===== src/rtl/dual_rail_frame_rx_pkg.sv =====
// Shared frame definitions for the dual-rail frame receiver: frame length,
// header values, payload bit positions and handshake state encodings.
package dual_rail_frame_rx_pkg;

    localparam int unsigned FRAME_LEN = 5;
    localparam int unsigned BIT_CNT_W = $clog2(FRAME_LEN);

    // Expected header bit values, in arrival order.
    localparam logic HDR_B0 = 1'b1;
    localparam logic HDR_B1 = 1'b0;

    // Bit positions within a frame (arrival order, b0 first).
    localparam logic [BIT_CNT_W-1:0] HDR0_POS = 3'd0;
    localparam logic [BIT_CNT_W-1:0] HDR1_POS = 3'd1;
    localparam logic [BIT_CNT_W-1:0] CH_POS   = 3'd2;
    localparam logic [BIT_CNT_W-1:0] DIR_POS  = 3'd3;
    localparam logic [BIT_CNT_W-1:0] PAR_POS  = 3'd4;

    typedef enum logic [1:0] {
        HS_IDLE  = 2'd0,
        HS_ACK   = 2'd1,
        HS_DRAIN = 2'd2
    } hs_state_e;

    // Even parity over the payload: the parity bit must equal ch ^ dir.
    function automatic logic frame_parity(input logic ch, input logic dir);
        return ch ^ dir;
    endfunction

endpackage


===== src/rtl/rail_sync.sv =====
// Two-flop synchronizer for the asynchronous dual-rail inputs.
module rail_sync (
    input  logic i_clk,
    input  logic i_rst_n,
    input  logic i_rail0,
    input  logic i_rail1,
    output logic o_s0,
    output logic o_s1
);

    logic [1:0] r_meta;
    logic [1:0] r_sync;

    // Both rails go through two flop stages; only r_sync is used downstream.
    always_ff @(posedge i_clk) begin
        if (!i_rst_n) begin
            r_meta <= 2'b00;
            r_sync <= 2'b00;
        end else begin
            r_meta <= {i_rail1, i_rail0};
            r_sync <= r_meta;
        end
    end

    assign o_s0 = r_sync[0];
    assign o_s1 = r_sync[1];

endmodule


===== src/rtl/dual_rail_frame_rx.sv =====
// Dual-rail four-phase frame receiver: synchronizes the rails, acknowledges
// each bit, assembles 5-bit command frames and tracks per-channel levels.
module dual_rail_frame_rx #(
    parameter int CNT_W   = 8,
    parameter int TIMEOUT = 1024,
    parameter int TO_W    = 10
) (
    input  logic             clk,
    input  logic             reset,
    input  logic             bit0_in,
    input  logic             bit1_in,
    output logic             ack,
    output logic             ch1_up,
    output logic             ch1_down,
    output logic             ch2_up,
    output logic             ch2_down,
    output logic             frame_err,
    output logic [CNT_W-1:0] level_ch1,
    output logic [CNT_W-1:0] level_ch2
);

    import dual_rail_frame_rx_pkg::*;

    logic w_s0;
    logic w_s1;
    logic w_bit;
    logic w_capture;

    hs_state_e              r_state,      w_state_nxt;
    logic                   r_ack,        w_ack_nxt;
    logic [BIT_CNT_W-1:0]   r_bit_cnt,    w_bit_cnt_nxt;
    // Only the payload bits are kept; header and parity are checked on arrival.
    logic [DIR_POS:CH_POS]  r_shift,      w_shift_nxt;
    logic [TO_W-1:0]        r_to_cnt,     w_to_cnt_nxt;
    logic                   r_ch1_up,     w_ch1_up_nxt;
    logic                   r_ch1_down,   w_ch1_down_nxt;
    logic                   r_ch2_up,     w_ch2_up_nxt;
    logic                   r_ch2_down,   w_ch2_down_nxt;
    logic                   r_frame_err,  w_frame_err_nxt;
    logic [CNT_W-1:0]       r_level_ch1,  w_level_ch1_nxt;
    logic [CNT_W-1:0]       r_level_ch2,  w_level_ch2_nxt;

    rail_sync u_rail_sync (
        .i_clk   (clk),
        .i_rst_n (reset),
        .i_rail0 (bit0_in),
        .i_rail1 (bit1_in),
        .o_s0    (w_s0),
        .o_s1    (w_s1)
    );

    // A captured bit is 1 when the "1" rail is the one that rose.
    assign w_bit = w_s1;

    // State register for the handshake FSM, frame assembly and level counters.
    always_ff @(posedge clk) begin
        if (!reset) begin
            r_state     <= HS_IDLE;
            r_ack       <= 1'b0;
            r_bit_cnt   <= '0;
            r_shift     <= '0;
            r_to_cnt    <= '0;
            r_ch1_up    <= 1'b0;
            r_ch1_down  <= 1'b0;
            r_ch2_up    <= 1'b0;
            r_ch2_down  <= 1'b0;
            r_frame_err <= 1'b0;
            r_level_ch1 <= '0;
            r_level_ch2 <= '0;
        end else begin
            r_state     <= w_state_nxt;
            r_ack       <= w_ack_nxt;
            r_bit_cnt   <= w_bit_cnt_nxt;
            r_shift     <= w_shift_nxt;
            r_to_cnt    <= w_to_cnt_nxt;
            r_ch1_up    <= w_ch1_up_nxt;
            r_ch1_down  <= w_ch1_down_nxt;
            r_ch2_up    <= w_ch2_up_nxt;
            r_ch2_down  <= w_ch2_down_nxt;
            r_frame_err <= w_frame_err_nxt;
            r_level_ch1 <= w_level_ch1_nxt;
            r_level_ch2 <= w_level_ch2_nxt;
        end
    end

    // Next-state: handshake FSM, inter-bit timeout and frame decode.
    always_comb begin
        w_state_nxt     = r_state;
        w_ack_nxt       = r_ack;
        w_bit_cnt_nxt   = r_bit_cnt;
        w_shift_nxt     = r_shift;
        w_to_cnt_nxt    = r_to_cnt;
        w_ch1_up_nxt    = 1'b0;
        w_ch1_down_nxt  = 1'b0;
        w_ch2_up_nxt    = 1'b0;
        w_ch2_down_nxt  = 1'b0;
        w_frame_err_nxt = 1'b0;
        w_level_ch1_nxt = r_level_ch1;
        w_level_ch2_nxt = r_level_ch2;
        w_capture       = 1'b0;

        unique case (r_state)
            HS_IDLE: begin
                if (w_s0 && w_s1) begin
                    // Both rails high is not a legal code: drop the frame, withhold ack.
                    w_frame_err_nxt = 1'b1;
                    w_bit_cnt_nxt   = '0;
                    w_to_cnt_nxt    = '0;
                    w_state_nxt     = HS_DRAIN;
                end else if (w_s0 || w_s1) begin
                    w_capture    = 1'b1;
                    w_ack_nxt    = 1'b1;
                    w_to_cnt_nxt = '0;
                    w_state_nxt  = HS_ACK;
                end else if (r_bit_cnt != '0) begin
                    // Idle inside a frame: abort once the gap reaches TIMEOUT cycles.
                    if (r_to_cnt == TO_W'(TIMEOUT - 1)) begin
                        w_frame_err_nxt = 1'b1;
                        w_bit_cnt_nxt   = '0;
                        w_to_cnt_nxt    = '0;
                    end else begin
                        w_to_cnt_nxt = r_to_cnt + TO_W'(1);
                    end
                end else begin
                    w_to_cnt_nxt = '0;
                end
            end
            HS_ACK: begin
                w_to_cnt_nxt = '0;
                if (!w_s0 && !w_s1) begin
                    w_ack_nxt   = 1'b0;
                    w_state_nxt = HS_IDLE;
                end
            end
            HS_DRAIN: begin
                w_to_cnt_nxt = '0;
                if (!w_s0 && !w_s1) begin
                    w_state_nxt = HS_IDLE;
                end
            end
            default: begin
                w_ack_nxt   = 1'b0;
                w_state_nxt = HS_IDLE;
            end
        endcase

        if (w_capture) begin
            case (r_bit_cnt)
                HDR0_POS: begin
                    if (w_bit != HDR_B0) begin
                        w_frame_err_nxt = 1'b1;
                        w_bit_cnt_nxt   = '0;
                    end else begin
                        w_bit_cnt_nxt = r_bit_cnt + 1'b1;
                    end
                end
                HDR1_POS: begin
                    if (w_bit != HDR_B1) begin
                        w_frame_err_nxt = 1'b1;
                        w_bit_cnt_nxt   = '0;
                    end else begin
                        w_bit_cnt_nxt = r_bit_cnt + 1'b1;
                    end
                end
                CH_POS, DIR_POS: begin
                    w_shift_nxt[r_bit_cnt] = w_bit;
                    w_bit_cnt_nxt          = r_bit_cnt + 1'b1;
                end
                PAR_POS: begin
                    w_bit_cnt_nxt = '0;
                    if (w_bit != frame_parity(r_shift[CH_POS], r_shift[DIR_POS])) begin
                        w_frame_err_nxt = 1'b1;
                    end else if (!r_shift[CH_POS]) begin
                        if (r_shift[DIR_POS]) begin
                            w_ch1_up_nxt = 1'b1;
                            if (r_level_ch1 != '1) w_level_ch1_nxt = r_level_ch1 + CNT_W'(1);
                        end else begin
                            w_ch1_down_nxt = 1'b1;
                            if (r_level_ch1 != '0) w_level_ch1_nxt = r_level_ch1 - CNT_W'(1);
                        end
                    end else begin
                        if (r_shift[DIR_POS]) begin
                            w_ch2_up_nxt = 1'b1;
                            if (r_level_ch2 != '1) w_level_ch2_nxt = r_level_ch2 + CNT_W'(1);
                        end else begin
                            w_ch2_down_nxt = 1'b1;
                            if (r_level_ch2 != '0) w_level_ch2_nxt = r_level_ch2 - CNT_W'(1);
                        end
                    end
                end
                default: begin
                    w_bit_cnt_nxt = '0;
                end
            endcase
        end
    end

    assign ack       = r_ack;
    assign ch1_up    = r_ch1_up;
    assign ch1_down  = r_ch1_down;
    assign ch2_up    = r_ch2_up;
    assign ch2_down  = r_ch2_down;
    assign frame_err = r_frame_err;
    assign level_ch1 = r_level_ch1;
    assign level_ch2 = r_level_ch2;

endmodule


===== config.mk =====
export PLATFORM = sky130hd
export DESIGN_NAME = dual_rail_frame_rx
export DESIGN_NICKNAME = d
export VERILOG_FILES = /design/src/rtl/dual_rail_frame_rx_pkg.sv /design/src/rtl/rail_sync.sv /design/src/rtl/dual_rail_frame_rx.sv
export SDC_FILE = /design/constraint.sdc
export NUM_CORES = 1
export LEC_CHECK = 0
export CAP_MARGIN = 10
export CORE_MARGIN = 3
export CORE_UTILIZATION = 51
export DETAILED_ROUTE_END_ITERATION = 10
export PLACE_DENSITY = 0.83
export SYNTH_ARGS = -nofsm -noshare
export SYNTH_HDL_FRONTEND = slang
export SYNTH_SLANG_ARGS = --single-unit

===== constraint.sdc =====
create_clock -name clk -period 2.63 [get_ports clk]
set_clock_uncertainty 0.2 [all_clocks]
set_input_delay 0.789 -clock clk [delete_from_list [all_inputs] [get_ports clk]]
set_output_delay 0.789 -clock clk [all_outputs]
set_load 0.05 [all_outputs]

==> metrics.md, run 1 <==
| Metric | Value |
|---|---|
| Top delay family on crit path | `buffers and inverters` |
| Synth Warn # | `0` |
| CP required | `roughly 1.6 ns` |
| Non-filler instance count after layout | `396` |
| Area delta synth->final | `17.9%` |
| GRT met1 Usage | `approximately a quarter` |
| Largest net degree at the start of global routing | `25` |
| Switching Share | `23.4%` |
| Switching Power | `roughly 270 uW` |
| Period minus WS final | `about 2.6 ns` |
| GPL Wtd Cong | `0.834` |
| Dpl hpwl | `4.00 mm` |
| Crit path arrival time | `around 1.6 ns` |
| Final Hold Fails | `0` |
| Share of total power in combinational logic | `between 6 and 7%` |
| Post-synth ARST share | `0%` |
| Setup Fix Bufs, Post-CTS | `0` |
| WL/cell | `around 14 um` |
| Netlist Area Pre-Place | `roughly 2600 um^2` |
| N_diodes | `0` |
| Total GRT Usage | `around a fifth` |
| H-tree Lvls | `2` |
| Post-Place Cells | `389` |
| Antenna-violating nets left | `0` |
| Final period utilization | `97.2%` |
| DRT Pass-1 Iters | `4` |
| Relative slew slack | `roughly three fifths` |
| Rows | `25` |
| Ports | `26` |
| Drt initial violations | `94` |
| Mapped Nets | `approximately 330` |
| Total of max-cap violations | `0` |
| Synth cell types | `48` |
| Routed WL | `between 5 and 6 mm` |
| CP max FO | `5` |
| Skew-Pair Late Insertion Delay | `around 0.30 ns` |
| Worst Setup Start Kind | `register` |
| Vias in the first global route | `2,160` |
| Worst path buffer plus inverter count | `1` |
| Min-Delay Path Class | `reg2reg` |
| Chip Height | `approximately 77 um` |
| Nets | `about 360` |
| Post-synth EDFFs | `0` |
| Starting Density | `between 50% and 60%` |
| Initial antenna violation count | `0` |
| Worst Setup End Kind | `primary output` |
| Syn avg cell area | `about 8.8 um^2` |
| First-pass GRT wire length | `~9.5 mm` |
| Total CTS buffers | `5` |
| Number of fillers in the final layout | `between 400 and 500` |
| IO Port Bufs | `25` |
| Layout cells sized above 1 | `a little under a tenth` |
| Top_reg_cell synth | `dfxtp_1` |
| # clock sinks | `43` |
| Most used routing layer | `met2` |
| Vias/cell | `around 5.8` |
| Die area | `~6000 um^2` |
| Post-synthesis sequential area ratio | `33.3%` |
| Grt met2 use | `roughly a third` |
| Hold WS | `0.240 ns` |
| # setup viols final | `0` |
| Status | `completed` |
| Internal | `between 800 and 900 uW` |
| Chip Width | `between 70 and 80 um` |
| Power per Cell Area | `about 380 nW/um^2` |
| Most common cell after layout, fill and taps aside | `dfxtp_1` |
| Routed vias | `2,301` |
| Worst-margin pin slew | `0.617 ns` |
| TritonCTS clock tree | `done` |
| Clock Power Share | `36.6%` |
| Register bit total from synthesis | `43` |
| Area of the core | `4820 um^2` |
| Fmax | `approximately 390 MHz` |
| Worst path slowest cell | `clkdlybuf4s50_1` |
| Critical path, cell by cell | `clkdlybuf4s50_1` |
| Critical path's largest stage delay | `between 0.8 and 0.9 ns` |
| Drt drc | `0` |
| CP Class | `reg2out` |
| Overflow after GRT | `0` |
| TNS Setup | `0 ns` |
| CTS max path bufs | `2` |
| Cells after Synth | `a little under 300` |
| Commonest non-fill, non-tap cells in the layout | `42 x dfxtp_1, 26 x nor2_1, 24 x ha_1` |
| Grt met3 use | `under 10%` |
| Worst-path clk slew | `~0.080 ns` |
| Root buffer cell | `clkbuf_8` |
| RSZ-0062 raised after global routing | `no` |
| Sequential share of power | `between 50% and 60%` |
| P_leak | `1.29 nW` |
| Max-slew violations | `0` |
| Worst VDD drop | `a little under 0.2 mV` |
==> layout make-up <==
| cell class | count | area [um^2] | share of cell area (%) |
|---|---|---|---|
| well taps | 67 | 83.8 | 2.75 |
| repair buffers | 35 | 325 | 10.7 |
| clock buffers | 6 | 82.6 | 2.71 |
| clock inverters | 1 | 5.00 | 0.164 |
| flip-flops and latches | 43 | 862 | 28.3 |
| multi-input cells | 232 | 1640 | 53.9 |
| inverters | 12 | 47.5 | 1.56 |
==> power by group through the flow <==
stage          Clock (mW)  Sequential [mW]  Combinational [mW]
6_report            0.428            0.662              0.0810
5_1_grt             0.461            0.663              0.0893
4_1_cts             0.435            0.662              0.0810
3_5_place_dp            0            0.677              0.0800
3_3_place_gp            0            0.676              0.0776
2_1_floorplan           0            0.684              0.0464
==> metal layers <==
metal	vias to the layer above	part of all wire, %
met5	-	0
met4	0	2.1
met3	11	4.6
met2	62	48
met1	1091	46
li1	1137	-
==> registers in the layout, summed over array words and instances, names as in the netlist <==
register	cells
level_ch1	8
level_ch2	8
ch2_down	1
u_rail_sync.r_sync	2
r_shift	2
u_rail_sync.r_meta	2
ch1_down	1
ch1_up	1
r_bit_cnt	3
ack	1
frame_err	1
r_state	2
r_to_cnt	10
ch2_up	1
==> synthesized netlist by cell type (2+ instances only) <==
cell type  count  area, um^2
dfxtp_1       43         861
nand2_1       21        78.8
or2_2          2        12.5
and2_1         7        43.8
nor3_1        11        55.1
xor2_1         6        52.6
inv_1         12        45.0
o21ai_0       14        70.1
nor2b_1        3        18.8
or3_1          5        31.3
o32ai_1        2        17.5
clkbuf_1       5        18.8
mux2i_1       12         120
a22oi_1        2        15.0
or4_1          3        22.5
and3_1         4        25.0
nand2b_1       4        25.0
nand3_1       18        90.1
o21a_1         2        15.0
o211ai_1       4        30.0
o22ai_1        3        18.8
a211oi_1       8        60.1
a21oi_1       11        55.1
buf_6          2        22.5
o31ai_1        2        15.0
nor4_1         4        25.0
xnor2_1        6        52.6
nor2_1        26        97.6
a21o_1         8        60.1
nand4_1        3        18.8
fa_1           2        40.0
ha_1          24         300
==> worst paths after layout <==
check,slack (ns),endpoint,cells after the start,start
worst max register to register,0.25,level_ch2[7],7,level_ch2[3]
worst max-delay path,0.07,level_ch1[3],1,level_ch1[3]
worst min-delay path,0.24,u_rail_sync.r_sync[0],1,u_rail_sync.r_meta[0]
worst min register to register,0.24,u_rail_sync.r_sync[0],1,u_rail_sync.r_meta[0]
==> stage by stage <==
stage | cell area, um^2 | power, mW | util, % | setup WS (ns)
finish | 3050 | 1.17 | 63.3 | 0.0741
global placement | 2940 | 0.754 | 61.1 | 0.226
floorplan | 2580 | 0.731 | - | 0.0785
CTS | 3030 | 1.18 | 62.9 | 0.00708
detailed placement | 2940 | 0.757 | 61.1 | 0.118
global route | 3050 | 1.21 | 63.3 | 0.0152
==> repair_timing <==
item,in CTS,in global routing
endpoints found under the setup margin,0,4
hold buffers,0,0
gates resized for setup,0,7
==> cell families (layout without fill, tap and decap cells) <==
family          Yosys count  count (layout)  share of synthesized area [%]
compound gates           67              67                           17.7
xor+xnor                 13              13                           4.99
fa+ha+maj                26              26                           13.2
buf+inv                  20              54                           3.53
flops                    43              43                           33.3
mux                      12              12                           4.65
simple gates            114             114                           22.7
(Power assumes the default switching activity.)
==> run 2: changes to the inputs <==
--- a/config.mk
+++ b/config.mk
@@ -6,9 +6,9 @@
 export NUM_CORES = 1
 export LEC_CHECK = 0
 export CAP_MARGIN = 10
-export CORE_MARGIN = 3
 export CORE_UTILIZATION = 51
 export DETAILED_ROUTE_END_ITERATION = 10
+export HOLD_SLACK_MARGIN = 0.12
 export PLACE_DENSITY = 0.83
 export SYNTH_ARGS = -nofsm -noshare
 export SYNTH_HDL_FRONTEND = slang
==> metrics.md, run 2 (synthesis gave the netlist of run 1 again) <==
| Metric | Value |
|---|---|
| TNS Setup | `0 ns` |
| Top reg by flops | `r_to_cnt` |
| Commonest non-fill, non-tap cells in the layout | `42 x dfxtp_1, 26 x nor2_1, 24 x ha_1` |
| HP Start | `u_rail_sync.r_meta[1]` |
| Antenna-violating nets left | `0` |
| # clock sinks | `43` |
| Power per Cell Area | `between 300 and 400 nW/um^2` |
| Drt initial violations | `about 170` |
| Cells on Worst Hold Path | `1` |
| Worst path buffer plus inverter count | `1` |
| Worst-margin pin slew | `around 0.58 ns` |
| # hold bufs at CTS | `0` |
| Non-filler instance count after layout | `396` |
| Layout cells sized above 1 | `between 8 and 9%` |
| CTS max path bufs | `2` |
| Crit path from | `level_ch1[2]` |
| Skew-Pair Late Insertion Delay | `0.29 ns` |
| Crit path arrival time | `about 1.6 ns` |
| IO Port Bufs | `25` |
| Worst path slowest cell | `clkdlybuf4s50_1` |
| P_leak | `between 1 and 1.5 nW` |
| Total of max-cap violations | `0` |
| Period minus WS final | `2.56 ns` |
| GPL Wtd Cong | `between 0.9 and 1` |
| Initial antenna violation count | `0` |
| Worst Setup End Kind | `primary output` |
| Status | `completed` |
| Critical path's largest stage delay | `about 0.84 ns` |
| Total GRT Usage | `between 20% and 30%` |
| Ports | `26` |
| Post-Place Cells | `about 390` |
| Worst R2R Start | `u_rail_sync.r_sync[1]` |
| Final period utilization | `between 90% and 100%` |
| Area delta synth->final | `17.5%` |
| Largest net degree at the start of global routing | `25` |
| H-tree Lvls | `2` |
| Final Hold Fails | `0` |
| Rows | `25` |
| Routed WL | `approximately 5.4 mm` |
| Max-slew violations | `0` |
| Vias/cell | `about 5.7` |
| Relative slew slack | `about 60%` |
| Chip Width | `between 70 and 80 um` |
| Most common cell after layout, fill and taps aside | `dfxtp_1` |
| Hold WS | `between 0.2 and 0.25 ns` |
| WL/cell | `approximately 14 um` |
| Starting Density | `a little over half` |
| Die area | `about 5400 um^2` |
| First-pass GRT wire length | `9.07 mm` |
| CP Class | `reg2out` |
| Overall Power | `~1.2 mW` |
| RSZ-0062 raised after global routing | `yes` |
| Drt drc | `0` |
| Top delay family on crit path | `buffers and inverters` |
| Reg2Reg Depth | `8` |
| Fmax | `390 MHz` |
| # setup viols final | `0` |
| Root buffer cell | `clkbuf_8` |
| Routed vias | `between 2,000 and 2,500` |
| CP max FO | `5` |
| Worst-path clk slew | `0.08 ns` |
| Critical path, cell by cell | `clkdlybuf4s50_1` |
| Worst Setup Start Kind | `register` |
| Min-Delay Path Class | `reg2reg` |
| DRT Pass-1 Iters | `4` |
| Overflow after GRT | `0` |
| Largest register FFs | `10` |
| Area of the core | `4790 um^2` |
| Number of fillers in the final layout | `between 300 and 400` |
| Dpl hpwl | `3.89 mm` |
| Worst VDD drop | `0.222 mV` |
| Nets | `about 360` |
| N_diodes | `0` |
| Vias in the first global route | `2,002` |
| TritonCTS clock tree | `done` |
| CP Depth | `1` |
| Chip Height | `~73 um` |
| Total CTS buffers | `5` |
| CP required | `approximately 1.6 ns` |
run 2: final timing paths:
kind	endpoint	slack (ns)
worst max register to register	level_ch1[2]	0.14
worst max-delay path	level_ch1[2]	0.07
worst min-delay path	u_rail_sync.r_sync[1]	0.24
worst min register to register	u_rail_sync.r_sync[1]	0.24
run 2: final cells by class:
cell class	instances	area [um^2]	area share (%)
flip-flops and latches	43	862	28.4
well taps	67	83.8	2.76
inverters	12	45.0	1.48
repair buffers	34	314	10.3
clock buffers	8	100	3.29
multi-input cells	232	1630	53.7
run 2: timing repair:
item                       in CTS  in global routing
setup endpoints to repair       1                  2
setup buffers                   0                  0
gates resized for setup         1                  2
run 2: where the power goes:
part           leakage [nW]  total [mW]  internal (mW)  switching [mW]
clock                0.0515       0.464          0.240           0.224
sequential            0.348       0.661          0.657         0.00400
combinational         0.875      0.0796         0.0333          0.0463
run 2: through the flow:
| step | cell area (um^2) | utilization [%] | setup WS, ns |
|---|---|---|---|
| detailed placement | 2940 | 61.3 | 0.158 |
| finish | 3040 | 63.5 | 0.0664 |
| CTS | 3030 | 63.4 | 0.0392 |
| global route | 3040 | 63.5 | -0.0150 |
| floorplan | 2580 | - | 0.0785 |
| global placement | 2940 | 61.3 | 0.237 |
run 2: per-layer routing:
| metal | GRT usage [%] | vias up | part of all wire (%) | wire length (um) |
|---|---|---|---|---|
| met5 | 0 | - | 0 | 0 |
| met4 | 7.84 | 0 | 1.4 | 76 |
| met3 | 3.45 | 7 | 3.5 | 190 |
| met2 | 36.2 | 53 | 46 | 2470 |
| met1 | 28.9 | 1061 | 49 | 2640 |
| li1 | - | 1132 | - | - |
==> run 3: changes to the inputs <==
--- a/config.mk
+++ b/config.mk
@@ -7,6 +7,7 @@
 export LEC_CHECK = 0
 export CAP_MARGIN = 10
 export CORE_UTILIZATION = 51
+export CTS_CLUSTER_SIZE = 40
 export DETAILED_ROUTE_END_ITERATION = 10
 export HOLD_SLACK_MARGIN = 0.12
 export PLACE_DENSITY = 0.83
==> results of run 3 <==
Same layout as run 2: the final DEF is identical, and so are final timing and power.
